File: src/rtl/noc_input_port.sv
// Mesh router input port: FIFO of single-flit packets, XY route request for the head flit,
// registered dequeue toward the crossbar. Optional drop counter under NOC_INPUT_PORT_DROP_CNT_EN.
module noc_input_port #(
  parameter int DATA_W  = 64,
  parameter int DEPTH   = 4,
  parameter int COORD_W = 2,
  parameter int MY_X    = 0,
  parameter int MY_Y    = 0
) (
  input  logic              clk,
  input  logic              rst,
  input  logic              in_vld,
  input  logic [DATA_W-1:0] in_data,
  output logic              in_rdy,
  output logic [4:0]        req,
  input  logic              gnt,
  output logic              out_vld,
  output logic [DATA_W-1:0] out_data,
  output logic [4:0]        out_dir
`ifdef NOC_INPUT_PORT_DROP_CNT_EN
  ,
  output logic [7:0]        drop_cnt
`endif
);

  localparam int PTR_W = $clog2(DEPTH);
  localparam int CNT_W = $clog2(DEPTH + 1);

  localparam logic [CNT_W-1:0]   FULL_CNT = CNT_W'(DEPTH);
  localparam logic [COORD_W-1:0] MY_X_C   = COORD_W'(MY_X);
  localparam logic [COORD_W-1:0] MY_Y_C   = COORD_W'(MY_Y);

  localparam logic [4:0] DIR_LOCAL = 5'b00001;
  localparam logic [4:0] DIR_NORTH = 5'b00010;
  localparam logic [4:0] DIR_EAST  = 5'b00100;
  localparam logic [4:0] DIR_SOUTH = 5'b01000;
  localparam logic [4:0] DIR_WEST  = 5'b10000;

  logic [DATA_W-1:0]  mem [DEPTH];
  logic [PTR_W-1:0]   rd_ptr;
  logic [PTR_W-1:0]   wr_ptr;
  logic [CNT_W-1:0]   count;
  logic [DATA_W-1:0]  head;
  logic [COORD_W-1:0] dest_x;
  logic [COORD_W-1:0] dest_y;
  logic               not_empty;
  logic               push;
  logic               pop;

  assign head      = mem[rd_ptr];
  assign dest_x    = head[DATA_W-1 -: COORD_W];
  assign dest_y    = head[DATA_W-1-COORD_W -: COORD_W];
  assign not_empty = (count != '0);
  assign in_rdy    = (count != FULL_CNT);
  assign push      = in_vld & in_rdy;
  assign pop       = gnt & not_empty;

  // Dimension-order routing: resolve X completely before Y.
  always_comb begin
    req = '0;
    if (not_empty) begin
      if (dest_x > MY_X_C)      req = DIR_EAST;
      else if (dest_x < MY_X_C) req = DIR_WEST;
      else if (dest_y > MY_Y_C) req = DIR_NORTH;
      else if (dest_y < MY_Y_C) req = DIR_SOUTH;
      else                      req = DIR_LOCAL;
    end
  end

  // Storage is not reset; only the pointers and count define valid contents.
  always_ff @(posedge clk) begin
    if (push) mem[wr_ptr] <= in_data;
  end

  always_ff @(posedge clk) begin
    if (rst) begin
      rd_ptr   <= '0;
      wr_ptr   <= '0;
      count    <= '0;
      out_vld  <= 1'b0;
      out_data <= '0;
      out_dir  <= '0;
    end else begin
      out_vld <= pop;
      if (push) wr_ptr <= wr_ptr + PTR_W'(1);
      if (pop) begin
        rd_ptr   <= rd_ptr + PTR_W'(1);
        out_data <= head;
        out_dir  <= req;
      end
      if (push && !pop)      count <= count + CNT_W'(1);
      else if (pop && !push) count <= count - CNT_W'(1);
    end
  end

`ifdef NOC_INPUT_PORT_DROP_CNT_EN
  always_ff @(posedge clk) begin
    if (rst) begin
      drop_cnt <= '0;
    end else if (in_vld && !in_rdy && drop_cnt != 8'hFF) begin
      drop_cnt <= drop_cnt + 8'd1;
    end
  end
`endif

endmodule

File: config.mk
export PLATFORM = sky130hd
export DESIGN_NAME = noc_input_port
export DESIGN_NICKNAME = d
export VERILOG_FILES = /design/src/rtl/noc_input_port.sv
export SDC_FILE = /design/constraint.sdc
export NUM_CORES = 1
export LEC_CHECK = 0
export ABC_CLOCK_PERIOD_IN_PS = 3000
export CAP_MARGIN = 10
export CORE_MARGIN = 3
export CORE_UTILIZATION = 45
export CTS_CLUSTER_SIZE = 25
export DETAILED_ROUTE_END_ITERATION = 16
export DONT_BUFFER_PORTS = 1
export PLACE_DENSITY = 0.71
export SYNTH_ARGS = -nofsm -noshare
export SYNTH_HDL_FRONTEND = slang
export SYNTH_SLANG_ARGS = --single-unit
File: constraint.sdc
create_clock -name clk -period 3 [get_ports clk]
set_clock_uncertainty 0.1 [all_clocks]
set_input_delay 0 -clock clk [delete_from_list [all_inputs] [get_ports clk]]
set_output_delay 0 -clock clk [all_outputs]
set_load 0.01 [all_outputs]
==> metrics.md <==
| Metric | Value |
|---|---|
| Post-DP HPWL | approximately 14 mm |
| M1 wire length | 9.293 mm |
| Syn avg cell area | between 15 and 20 um2 |
| Status | completed |
| Largest net degree at the start of global routing | 76 |
| Crit path cell chain | mux4_2 -> or2_1 -> nor4_1 |
| Flop and latch count out of synthesis | 333 |
| Global Route Usage Sum | roughly 17% |
| Crit path kind | reg -> out |
| Pwr dens | between 800 and 900 nW/um2 |
| Fin Setup TNS | 0 ns |
| Ys flop type | edfxtp_1 |
| Distinct cells, synth | 30 |
| Setup crit end kind | output pin |
| Post-synthesis sequential area ratio | between 70% and 80% |
| Synth top area cells | edfxtp_1, dfxtp_1, mux4_2 |
| Slowest stage cell, crit path | mux4_2 |
| Setup violators final | 0 |
| Register Area | 9236 um2 |
| Met2 wire len | between 10 and 15 mm |
| Fin crit share | between 80% and 90% |
| Static Leak | approximately 4.7 nW |
| Initial antenna violation count | 1 |
| F_max | 402.9 MHz |
| DRT iter0 DRCs | roughly 360 |
| CTS Hold Bufs | 69 |
| Worst EP arrival | around 2.4 ns |
| Clock Tree Buf Depth | 3 |
| Most numerous cell in the Yosys netlist | edfxtp_1 |
| Skew-Pair Late Insertion Delay | about 0.5 ns |
| Total grt overflow | 0 |
| Final nets | 840 |
| RSZ-0062 raised after global routing | no |
| CTS buffer count | 35 |
| Vias | between 6k and 7k |
| Synth Instances | a little under 700 |
| Layout cell share with drive strength beyond 1 | between 15 and 20% |
| Post-cts repair resize count | 0 |
| Post-CTS setup buffer count | 0 |
| Die height | approximately 170 um |
| Top sig layer | met5 |
| Max_slew headroom | roughly 47% |
| DRC | 0 |
| Final min period | around 2.5 ns |
| Min-delay worst type | in -> reg |
| Worst-path clk slew | 0.05 ns |
| PortBufs | 0 |
| Number of synthesized flops with an enable pin | 256 |
| Final ANT Viol Nets | 0 |
| Top Ports | about 140 |
| # H-tree levels | 2 |
| First-pass iteration count of the detailed router | 4 |
| Row count | approximately 60 |
| Synthesized cell area | ~12000 um2 |
| Final Core Density | 54.66% |
| Initial Utilization | 45.92% |
| Multi-input logic area | around 2600 um2 |
| Maxcap violations | 0 |
| Largest stage delay on the critical path | 0.61 ns |
| Final Hold Fails | 0 |
| Core ar. | 26210 um2 |
| Critical Path RT | a little under 3 ns |
| Wire length on met3 | approximately 1.7 mm |
| WL/cell | about 21 um |
| Total detailed-routing wirelength | 23.65 mm |
| Die width | approximately 170 um |
| Via/cell ratio | 5.382 |
| FILL cells | about 2k |
| Worst-path fanout max | 16 |
| Vias in the first global route | approximately 6.6k |
| N_diodes | 0 |
| Area fraction of the dominant cell type after synthesis | roughly 64% |
| Ys Warns | 0 |
| CTS tree | built |
| Synth cell count leaders | edfxtp_1, nand2_1, dfxtp_1 |
| Worst slew pin tran | about 0.80 ns |
| Maximum VDD drop | roughly 0.00063 V |
| Die area | between 20000 and 30000 um2 |
| Post-synth ARST share | 0% |
| P&R area growth vs syn | 19.03% |
| Startpoint Class | flop |
| First-pass GRT wire length | ~37 mm |
| Slew Limit Fails | 0 |
| GP Congestion | 0.7425 |
| Clock root cell | clkbuf_16 |
| Post-synth top area cell | edfxtp_1 |
| Sink Count | approximately 330 |
==> metal layers <==
| metal | up-vias | track usage, % |
|---|---|---|
| li1 | 2759 | - |
| met1 | 3057 | 20.67 |
| met2 | 201 | 29.10 |
| met3 | 46 | 4.333 |
| met4 | 2 | 5.370 |
| met5 | - | 0 |
==> flip-flops by register name, indices dropped and copies added, names as in the netlist, named ones only <==
name and cells:
out_vld 1, rd_ptr 2, count 3, out_dir 3
mem 256, out_data 64, wr_ptr 2
==> cells by family (layout without fill, tap and decap cells) <==
logic type               after synthesis  in the layout  share of synthesized area, %
XOR/XNOR                               3              3                        0.2184
buffers and inverters                 48            153                         2.027
multiplexers                          65             65                         12.06
flip-flops                           333            333                         76.69
adder cells (fa/ha/maj)                6              6                        0.6862
other                                  1              4                       0.03116
AND/OR/NAND/NOR                      152            152                         4.991
AO/OA/AOI/OAI                         76             76                         3.296
==> report_power, final <==
part	leakage, nW	switching (mW)	internal, mW	total [mW]
logic	1.10	1.17	1.00	2.17
clock network	0.581	1.67	2.67	4.33
registers	2.98	0.454	5.59	6.05
==> layout by cell type (no fill, tap or decap), types with 4 or more instances in the layout <==
cell type and instances:
nand2_1 128, a21oi_1 68, clkbuf_1 8, and3_4 4, buf_4 9, mux4_2 64
clkbuf_16 36, edfxtp_1 256, dfxtp_1 75, o21ai_0 4, nor2_1 11, buf_12 5
ha_1 5, bufinv_16 5, conb_1 4, inv_1 6, dlygate4sd3_1 68, clkinv_2 9
==> path summary, 6_finish.rpt <==
| path | from | to | slack [ns] | cells after the start |
|---|---|---|---|---|
| worst max register to register | count[0] | out_data[60] | 0.53 | 6 |
| worst max-delay path | flop | req[0] | 0.52 | 3 |
| worst min-delay path | in_data[50] | mem[2][50] | 0.09 | 1 |
| worst min register to register | rd_ptr[1] | flop | 0.40 | 2 |
==> area by class of cell <==
type | count | area share (%)
Clock buffer | 45 | 6.595
Tap cell | 335 | 2.926
Multi-Input combinational cell | 306 | 18.11
Inverter | 7 | 0.1834
Timing Repair Buffer | 83 | 6.115
Sequential cell | 333 | 64.48
Clock inverter | 18 | 1.590
==> through the flow <==
step	cell area (um2)	std cells	setup slack, ns	total power, mW	hold WS [ns]
finish	14320	1127	0.5182	12.55	0.09310
global route	14320	1127	0.3992	13.17	0.09508
CTS	14320	1127	0.5057	12.73	0.07365
detailed placement	12440	995	0.7841	8.237	-0.01885
global placement	12440	995	0.8638	8.139	-0.02243
floorplan	12050	687	0.2059	7.698	-0.005869
==> critical path: cells and delay by family, from the launching register on <==
kind             cells  cell delay [ns]
multiplexers         1             0.61
flip-flops           1             0.54
AND/OR/NAND/NOR      2             0.73
Power figures use the tool's default switching activity.
